===== src/rtl/grid_tracker_pkg.sv =====
// ============================================================================
// Module  : grid_tracker_pkg
// Purpose : Shared grid geometry defaults and axis-tracker state encoding,
//           used by the grid tracker, display and tile-RAM blocks.
// Contents: DEF_* geometry localparams, trk_state_t (TRK_LOST / TRK_ACTIVE).
// Revision: 1.0 - initial release
// ============================================================================
`default_nettype none

package grid_tracker_pkg;

    localparam int DEF_ORIGIN_X = 112;
    localparam int DEF_ORIGIN_Y = 39;
    localparam int DEF_CELL_W   = 32;
    localparam int DEF_CELL_H   = 17;
    localparam int DEF_GRID_W   = 20;
    localparam int DEF_GRID_H   = 20;

    typedef enum logic [0:0] {
        TRK_LOST   = 1'b0,
        TRK_ACTIVE = 1'b1
    } trk_state_t;

endpackage

`default_nettype wire


===== src/rtl/grid_axis_tracker.sv =====
// ============================================================================
// Module  : grid_axis_tracker
// Purpose : One-axis incremental raster tracker. Counts the offset inside a
//           cell and the cell index without any comparator against the
//           absolute position; only consecutive steps are accepted.
// Ports   : clk, reset     - clock, synchronous active-high reset
//           en             - evaluate this cycle (otherwise state holds)
//           start          - origin seen: restart at cell 0, offset 0
//           step / hold    - position is last+1 / equal to last
//           active,idx,sub - tracker state AFTER this cycle's update
//           wrap_last      - offset wraps at its last value (cell crossed)
// Revision: 1.0 - initial release
// ============================================================================
`default_nettype none

module grid_axis_tracker
    import grid_tracker_pkg::*;
#(
    parameter int CELL  = 32,
    parameter int CELLS = 20,
    parameter int IDX_W = 5,
    parameter int SUB_W = 5
) (
    input  logic             clk,
    input  logic             reset,
    input  logic             en,
    input  logic             start,
    input  logic             step,
    input  logic             hold,
    output logic             active,
    output logic [IDX_W-1:0] idx,
    output logic [SUB_W-1:0] sub,
    output logic             wrap_last
);

    localparam logic [SUB_W-1:0] C_SUB_LAST = SUB_W'(CELL - 1);
    localparam logic [IDX_W-1:0] C_IDX_LAST = IDX_W'(CELLS - 1);

    trk_state_t       r_state, w_state;
    logic [IDX_W-1:0] r_idx, w_idx;
    logic [SUB_W-1:0] r_sub, w_sub;
    logic             w_cross;

    always_ff @(posedge clk) begin
        if (reset) begin
            r_state <= TRK_LOST;
            r_idx   <= '0;
            r_sub   <= '0;
        end else begin
            r_state <= w_state;
            r_idx   <= w_idx;
            r_sub   <= w_sub;
        end
    end

    always_comb begin
        w_state = r_state;
        w_idx   = r_idx;
        w_sub   = r_sub;
        w_cross = 1'b0;
        if (en) begin
            if (start) begin
                w_state = TRK_ACTIVE;
                w_idx   = '0;
                w_sub   = '0;
            end else if (r_state == TRK_ACTIVE && !hold) begin
                if (step) begin
                    if (r_sub == C_SUB_LAST) begin
                        w_cross = 1'b1;
                        w_sub   = '0;
                        if (r_idx == C_IDX_LAST) begin
                            // Walked off the far edge of the grid.
                            w_state = TRK_LOST;
                            w_idx   = '0;
                        end else begin
                            w_idx = r_idx + 1'b1;
                        end
                    end else begin
                        w_sub = r_sub + 1'b1;
                    end
                end else begin
                    // Discontinuity: cannot know where we are until the origin.
                    w_state = TRK_LOST;
                    w_idx   = '0;
                    w_sub   = '0;
                end
            end
        end
    end

    assign active    = (w_state == TRK_ACTIVE);
    assign idx       = w_idx;
    assign sub       = w_sub;
    assign wrap_last = w_cross;

endmodule

`default_nettype wire


===== src/rtl/grid_tracker.sv =====
// ============================================================================
// Module  : grid_tracker
// Purpose : Pixel-to-grid mapper between VGA timing and the tile RAM. Tracks
//           the raster incrementally and registers grid cell, intra-cell
//           offset, linear RAM address and an in-grid flag, 1-cycle latency.
// Ports   : clk, reset (sync, active high); pos_x, pos_y, pos_valid in;
//           out_valid, in_grid, grid_x, grid_y, sub_x, sub_y, addr out;
//           on_line out (only when GRID_LINES_EN is defined).
// Config  : `define GRID_LINES_EN adds the registered on_line output.
// Revision: 1.0 - initial release
// ============================================================================
`default_nettype none

module grid_tracker
    import grid_tracker_pkg::*;
#(
    parameter int POS_W    = 11,
    parameter int ORIGIN_X = DEF_ORIGIN_X,
    parameter int ORIGIN_Y = DEF_ORIGIN_Y,
    parameter int CELL_W   = DEF_CELL_W,
    parameter int CELL_H   = DEF_CELL_H,
    parameter int GRID_W   = DEF_GRID_W,
    parameter int GRID_H   = DEF_GRID_H,
    parameter int IDX_W    = 5,
    parameter int SUB_W    = 5,
    parameter int ADDR_W   = 9
) (
    input  logic              clk,
    input  logic              reset,
    input  logic [POS_W-1:0]  pos_x,
    input  logic [POS_W-1:0]  pos_y,
    input  logic              pos_valid,
    output logic              out_valid,
    output logic              in_grid,
    output logic [IDX_W-1:0]  grid_x,
    output logic [IDX_W-1:0]  grid_y,
    output logic [SUB_W-1:0]  sub_x,
    output logic [SUB_W-1:0]  sub_y,
    output logic [ADDR_W-1:0] addr
`ifdef GRID_LINES_EN
    ,
    output logic              on_line
`endif
);

    logic [POS_W-1:0]  r_last_x, r_last_y;
    logic [ADDR_W-1:0] r_row_base, w_row_base;
    logic [ADDR_W-1:0] r_lin, w_lin;

    logic w_le, w_x_step, w_x_hold, w_y_step, w_y_hold, w_y_start;
    logic w_x_active, w_y_active, w_x_cross, w_y_cross, w_in;
    logic [IDX_W-1:0] w_x_idx, w_y_idx;
    logic [SUB_W-1:0] w_x_sub, w_y_sub;

    assign w_le      = pos_valid && (pos_x == POS_W'(ORIGIN_X));
    // One extra bit so that all-ones -> 0 is never seen as a step.
    assign w_x_step  = ({1'b0, pos_x} == ({1'b0, r_last_x} + (POS_W+1)'(1)));
    assign w_y_step  = ({1'b0, pos_y} == ({1'b0, r_last_y} + (POS_W+1)'(1)));
    assign w_x_hold  = (pos_x == r_last_x);
    assign w_y_hold  = (pos_y == r_last_y);
    assign w_y_start = (pos_y == POS_W'(ORIGIN_Y));

    grid_axis_tracker #(
        .CELL (CELL_H),
        .CELLS(GRID_H),
        .IDX_W(IDX_W),
        .SUB_W(SUB_W)
    ) u_trk_y (
        .clk      (clk),
        .reset    (reset),
        .en       (w_le),
        .start    (w_y_start),
        .step     (w_y_step),
        .hold     (w_y_hold),
        .active   (w_y_active),
        .idx      (w_y_idx),
        .sub      (w_y_sub),
        .wrap_last(w_y_cross)
    );

    grid_axis_tracker #(
        .CELL (CELL_W),
        .CELLS(GRID_W),
        .IDX_W(IDX_W),
        .SUB_W(SUB_W)
    ) u_trk_x (
        .clk      (clk),
        .reset    (reset),
        .en       (pos_valid),
        .start    (w_le),
        .step     (w_x_step),
        .hold     (w_x_hold),
        .active   (w_x_active),
        .idx      (w_x_idx),
        .sub      (w_x_sub),
        .wrap_last(w_x_cross)
    );

    // row_base follows row*GRID_W; the linear address follows row_base+col.
    // Both are updated by additions only, at the moments row/col change.
    always_comb begin
        w_row_base = r_row_base;
        if (w_le && w_y_start)
            w_row_base = '0;
        else if (w_y_cross)
            w_row_base = r_row_base + ADDR_W'(GRID_W);
    end

    always_comb begin
        w_lin = r_lin;
        if (w_le)
            w_lin = w_row_base;
        else if (w_x_cross)
            w_lin = r_lin + 1'b1;
    end

    assign w_in = w_x_active && w_y_active;

    always_ff @(posedge clk) begin
        if (reset) begin
            r_last_x   <= '0;
            r_last_y   <= '0;
            r_row_base <= '0;
            r_lin      <= '0;
            out_valid  <= 1'b0;
            in_grid    <= 1'b0;
            grid_x     <= '0;
            grid_y     <= '0;
            sub_x      <= '0;
            sub_y      <= '0;
            addr       <= '0;
`ifdef GRID_LINES_EN
            on_line    <= 1'b0;
`endif
        end else begin
            out_valid <= pos_valid;
            if (pos_valid) begin
                r_last_x   <= pos_x;
                if (w_le)
                    r_last_y <= pos_y;
                r_row_base <= w_row_base;
                r_lin      <= w_lin;
                in_grid    <= w_in;
                grid_x     <= w_in ? w_x_idx : '0;
                grid_y     <= w_in ? w_y_idx : '0;
                sub_x      <= w_in ? w_x_sub : '0;
                sub_y      <= w_in ? w_y_sub : '0;
                addr       <= w_in ? w_lin   : '0;
`ifdef GRID_LINES_EN
                on_line    <= w_in && (w_x_sub == '0 || w_y_sub == '0);
`endif
            end
        end
    end

endmodule

`default_nettype wire

===== config.mk =====
export PLATFORM = sky130hd
export DESIGN_NAME = grid_tracker
export DESIGN_NICKNAME = d
export VERILOG_FILES = /design/src/rtl/grid_tracker_pkg.sv /design/src/rtl/grid_axis_tracker.sv /design/src/rtl/grid_tracker.sv
export SDC_FILE = /design/constraint.sdc
export NUM_CORES = 1
export LEC_CHECK = 0
export ABC_AREA = 0
export CORE_ASPECT_RATIO = 0.7
export CORE_UTILIZATION = 57
export CTS_CLUSTER_DIAMETER = 150
export DETAILED_ROUTE_END_ITERATION = 8
export PLACE_DENSITY = 0.8
export REMOVE_ABC_BUFFERS = 1
export SLEW_MARGIN = 30
export SYNTH_ARGS = -nofsm -noshare
export SYNTH_HDL_FRONTEND = slang
export SYNTH_SLANG_ARGS = --single-unit

===== constraint.sdc =====
create_clock -name clk -period 3.3 [get_ports clk]
set_input_delay 0.99 -clock clk [delete_from_list [all_inputs] [get_ports clk]]
set_output_delay 0.99 -clock clk [all_outputs]
set_load 0.02 [all_outputs]

# --- After elaboration in Yosys (flattened, before gate mapping) ---
# Cells that the tools add are included.
op_classes:
  n_reduce_logical: 8
  n_mul: 0
  n_div: 0
  bitwise: 0
  eq_ne: 10
  n_shift: 0
  order_cmp: 0
  addsub: 8
  muxes: 53
op_table:
  columns: ["op", "n"]
  rows:
  - ["two-way mux 5 bit", 26]
  - ["two-way mux 9 bit", 5]
  - ["adder 11 x 1 -> 12 bit (second input constant)", 2]
  - ["equality test 11 x 12 -> 1 bit", 2]
  - ["equality test 11 bit", 2]
  - ["two-way mux 1 bit", 22]
  - ["adder 5 x 1 -> 5 bit (second input constant)", 4]
  - ["equality test 5 bit (second input constant)", 4]
  - ["equality test 11 x 6 -> 1 bit (second input constant)", 1]
  - ["equality test 11 x 7 -> 1 bit (second input constant)", 1]
  - ["adder 9 x 1 -> 9 bit (second input constant)", 1]
  - ["adder 9 x 5 -> 9 bit (second input constant)", 1]
  - ["logical AND 1 bit", 5]
  - ["logical NOT 1 bit", 2]
  - ["AND reduction 2 bit", 1]
totals:
  ff_bits: 93
  inputBits: 25
  word_cells: 96
  ram_bits: 0
  romBits: 0
  latch_bits: 0
  n_memories: 0

# --- Longest topological paths before layout ---
logic_depth:
  ltp_word: 10
  ltp_mapped: 11
  ltp_nobuf: 9

# --- By module ---
# From an unflattened synthesis, not the netlist that was laid out.
hier_totals:
  hier_cells: 685
  area_unflattened_um2: 5471.5
by_module_without_submodules:
  columns: ["module", "cells_each", "instances", "area_per_inst_um2"]
  rows:
  - ["grid_tracker", 492, 1, 3906.2]
  - ["grid_axis_tracker (u_trk_x)", 94, 1, 783.3]
  - ["grid_axis_tracker (u_trk_y)", 99, 1, 782.0]

# --- Worst setup path after synthesis ---
# OpenSTA, ideal clock, no wires.
synth_timing:
  path_type: "input -> register"
  start: "in pos_x[9]"
  end: "reg r_lin[8]"
  arrival_ns: 2.974
  slack_ns: 0.196
  stages: 11
  n_path_buf: 3
  cell_sequence: "buf_2 nor4b_4 and3_1 buf_4 nand2_2 or3_4 nor3_1 buf_4 a31oi_4 a2111oi_4 nor3_2"
synth_between:
  elab_chain_cells: 8
  elab_cells_between_ends: 16
  cone_classes: "eq/ne: 3; mux: 9; reduce/logical: 4"
synth_rtl:
  columns: ["item", "line", "source"]
  rows:
  - ["start: declaration", "grid_tracker.sv:30", "input logic [POS_W-1:0] pos_x,"]
  - ["equality test 11 bit", "grid_tracker.sv:59", "assign w_x_hold = (pos_x == r_last_x);"]
  - ["logical NOT 1 bit", "grid_axis_tracker.sv:66", "end else if (r_state == TRK_ACTIVE && !hold) begin"]
  - ["logical AND 1 bit", "grid_axis_tracker.sv:66", null]
  - ["two-way mux 1 bit", "grid_axis_tracker.sv:66", null]
  - ["two-way mux 1 bit", "grid_axis_tracker.sv:62", "if (start) begin"]
  - ["two-way mux 1 bit", "grid_axis_tracker.sv:61", "if (en) begin"]
  - ["two-way mux 9 bit", "grid_tracker.sv:113", "else if (w_x_cross)"]
  - ["two-way mux 9 bit (*)", "grid_tracker.sv:111", "if (w_le)"]
  - ["end signal: assignment", "grid_tracker.sv:142", "r_lin <= w_lin;"]
  - ["end: declaration", "grid_tracker.sv:48", "logic [ADDR_W-1:0] r_lin, w_lin;"]
# Mark *: on every way between the ends. The rest lies on a longest branch, timed or not.
# A chain may end at the register's enable or synchronous reset.

# --- Final worst setup path ---
layout_timing:
  start: "in pos_y[6]"
  end: "reg r_lin[3]"
layout_between:
  elab_chain_cells: 9
  elab_cells_between_ends: 13
  cone_classes: "eq/ne: 3; mux: 7; reduce/logical: 3"
layout_rtl:
  columns: ["item", "line", "source"]
  rows:
  - ["start: declaration", "grid_tracker.sv:31", "input logic [POS_W-1:0] pos_y,"]
  - ["equality test 11 bit", "grid_tracker.sv:60", "assign w_y_hold = (pos_y == r_last_y);"]
  - ["logical NOT 1 bit", "grid_axis_tracker.sv:66", null]
  - ["logical AND 1 bit", "grid_axis_tracker.sv:66", null]
  - ["two-way mux 1 bit", "grid_axis_tracker.sv:66", null]
  - ["two-way mux 1 bit", "grid_axis_tracker.sv:62", null]
  - ["two-way mux 1 bit", "grid_axis_tracker.sv:61", null]
  - ["two-way mux 9 bit", "grid_tracker.sv:105", "else if (w_y_cross)"]
  - ["two-way mux 9 bit (*)", "grid_tracker.sv:103", "if (w_le && w_y_start)"]
  - ["two-way mux 9 bit (*)", "grid_tracker.sv:111", null]
# Marked as above.

==> results.json <==
{
  "worstSetupStartpointType": "input port",
  "ys_warn_count": 0,
  "htree_levels": 3,
  "final_nets": 812,
  "route.vias.total": 5779,
  "cts_tree": "done",
  "overflow": 0,
  "syn_area_sq_mm": 0.005450,
  "worstPathCellList": "clkdlybuf4s50_1, xor2_1, nand3_1, a22oi_1, nand4_1, buf_4, nor4_2, mux2_2, a31oi_1, o21a_1",
  "cp_max_fo": 3,
  "drive_gt1_share_pct": 23.82,
  "ys_seq_area_share_pct": 34.16,
  "synth_largest_area_cell": "dfxtp_1",
  "drc_errors": 0,
  "end_kind": "flop",
  "insertion_delay_ns": 0.35,
  "drt-initial-drc-count": 817,
  "arrival_ns": 3.65,
  "clock_sinks": 93,
  "synth-main-ff-cell": "dfxtp_1",
  "setup_ws_ns": -0.07529,
  "initial_core_util_pct": 59.37,
  "grt_max_degree": 26,
  "synthDistinctLibCells": 76,
  "yosysMostFrequentCell": "dfxtp_1",
  "post-place-ws_ns": -0.5216,
  "cts-root-buf": "clkbuf_16",
  "crit_slowest_cell": "clkdlybuf4s50_1",
  "leakage_nw": 2.952,
  "period_needed_ns": 3.375,
  "slew_headroom_pct": 58.14,
  "clockBufferDepth": 2,
  "ant_nets": 0,
  "antenna_found_initial": 0,
  "synth_edf_count": 0,
  "fin_cells": 905,
  "grt_pass1_wl_um": 27110,
  "synth-seq-cells": 93,
  "max-cap-violations": 0,
  "design.core.area_sq_mm": 0.009180,
  "gp_congestion": 0.9464,
  "drt_wl_total_um": 17540,
  "via_per_inst": 6.386,
  "post-route-period-util_pct": 102.3,
  "tightest_slew_ns": 0.6255,
  "synthTopCellsByCount": "93 x dfxtp_1, 79 x nand2_1, 55 x nor2_1",
  "grt_pass1_vias": 5435,
  "rows": 29,
  "async_flop_share_pct": 0,
  "hold_violations": 0,
  "setup.worst_path.class": "input port to flop",
  "dr.pass1.iters": 5,
  "die_area_sq_mm": 0.009963,
  "powerDensity_mw_per_mm2": 338.9,
  "hold_class": "flop to flop",
  "dp_cells": 881,
  "fp.dieW_um": 118.9,
  "drv_slew": 0,
  "fin_skew_ns": 0.009521,
  "fillers": 576,
  "critPathLaunch": "pos_y[6]",
  "cp_top_family": "buffers and inverters",
  "cp.required_ns": 3.57,
  "diodes": 0,
  "critPathBufInv": 2,
  "avgRoutedWirePerCell_um": 19.38,
  "max_stage_delay_ns": 0.51,
  "io_pins": 56,
  "peakVddDrop_mv": 0.2570,
  "fp.dieH_um": 83.81,
  "track_usage_pct": 34.68,
  "holdCritStartpoint": "grid_y[2]$_SDFFE_PP0P_",
  "r2r_start": "r_last_y[0]$_SDFFE_PP0P_",
  "ys_top_cells_by_area": "dfxtp_1 34%, nand2_1 5.4%, xor2_1 4.2%, nor2_1 3.8%, xnor2_1 3.4%",
  "violations": "setup timing",
  "synthCells": 650,
  "cts_buffers": 9,
  "fmax_mhz": 296.3,
  "postCtsHoldBufs": 0,
  "clk_pin_slew_ns": 0.07,
  "syn_avg_cell_area_sq_um": 8.385,
  "status": "finished, violations left",
  "syn_to_final_growth_pct": 35.35,
  "portBuffers": 55,
  "dp_hpwl_um": 11860,
  "netlist.area_leader.share_pct": 34.16,
  "finalSetupViolations": 1
}
-- sequential cells by signal (all words and copies together), names as in the netlist, 5 cells and up --
register and count:
r_row_base 9, u_trk_x.r_sub 5, r_lin 9, r_last_y 11
u_trk_y.r_sub 5, sub_y 5, u_trk_x.r_idx 5, addr 9
sub_x 5, grid_x 5, grid_y 5, u_trk_y.r_idx 5
r_last_x 11
-- final cells by class --
type | count | area (sq um) | area share (%)
clock buffers | 12 | 246.5 | 3.341
clock inverters | 3 | 46.29 | 0.6275
inverters | 9 | 33.78 | 0.4579
multi-input cells | 505 | 3656 | 49.56
flip-flops and latches | 93 | 1862 | 25.24
well taps | 124 | 155.1 | 2.103
repair buffers | 159 | 1378 | 18.67
-- layout by cell type (no fill, tap or decap), drive strengths merged, types with 21 or more instances in the layout --
cell,n
nor2,55
dfxtp,93
o21ai,29
a21oi,26
xor2,26
buf,104
clkdlybuf4s50,37
nand3,32
nand2,80
xnor2,21
-- timing repair --
action	CTS	global route
pin swaps	8	16
setup endpoints to repair	39	63
gates resized for setup	32	42
setup buffers	2	7
-- worst register-to-register path, delay by kind of cell (launching register included) --
family          cells  cell delay (ns)
flops               1             0.49
compound gates      3             0.61
mux                 1             0.39
buf+inv             2             0.32
fa+ha+maj           1             0.33
simple gates        4             0.83
-- layer usage --
layer,up-vias,wire (um),track usage (%)
li1,2619,-,-
met1,2735,7550,45.73
met2,352,7854,54.01
met3,73,1523,8.333
met4,0,614,15.07
met5,-,0,0
-- stage by stage --
stage / util [%] / TNS [ns] / cell area (sq um) / total power, mW / hold slack (ns)
after floorplan: - / -1.095 / 5240 / 1.279 / 0.4294
after global placement: 72.70 / -19.32 / 6674 / 1.418 / 0.4282
after detailed placement: 72.70 / -24.61 / 6674 / 1.426 / 0.4402
after CTS: 77.62 / -0.06715 / 7126 / 2.474 / 0.4497
after global routing: 80.36 / -0.2428 / 7377 / 2.563 / 0.4755
final: 80.36 / -0.07529 / 7377 / 2.500 / 0.4463
-- path summary, 6_finish.rpt --
| path | cells after the start | end | slack, ns |
|---|---|---|---|
| setup / recovery | 10 | r_lin[3]$_SDFFE_PP0P_ | -0.08 |
| hold / removal | 2 | grid_y[2]$_SDFFE_PP0P_ | 0.45 |
| setup reg to reg | 11 | r_lin[3]$_SDFFE_PP0P_ | 0.26 |
| hold reg to reg | 2 | grid_y[2]$_SDFFE_PP0P_ | 0.45 |
-- report_power, final --
| part | internal [mW] | total [mW] | switching, mW |
|---|---|---|---|
| combinational | 0.133 | 0.288 | 0.154 |
| sequential | 1.13 | 1.15 | 0.0194 |
| clock | 0.607 | 1.06 | 0.454 |
-- cell families (layout without fill, tap and decap cells) --
kind of cell	after synthesis	in the layout	synth area share [%]
AOI/OAI and AO/OA	140	140	19.40
and+or+nand+nor	292	292	29.11
xor gates and xnor gates	47	47	7.553
buffers and inverters	52	183	4.477
DFF	93	93	34.16
adders and majority gates	10	10	2.296
muxes	16	16	3.007
Note: power is estimated with default switching activity, not from simulation.
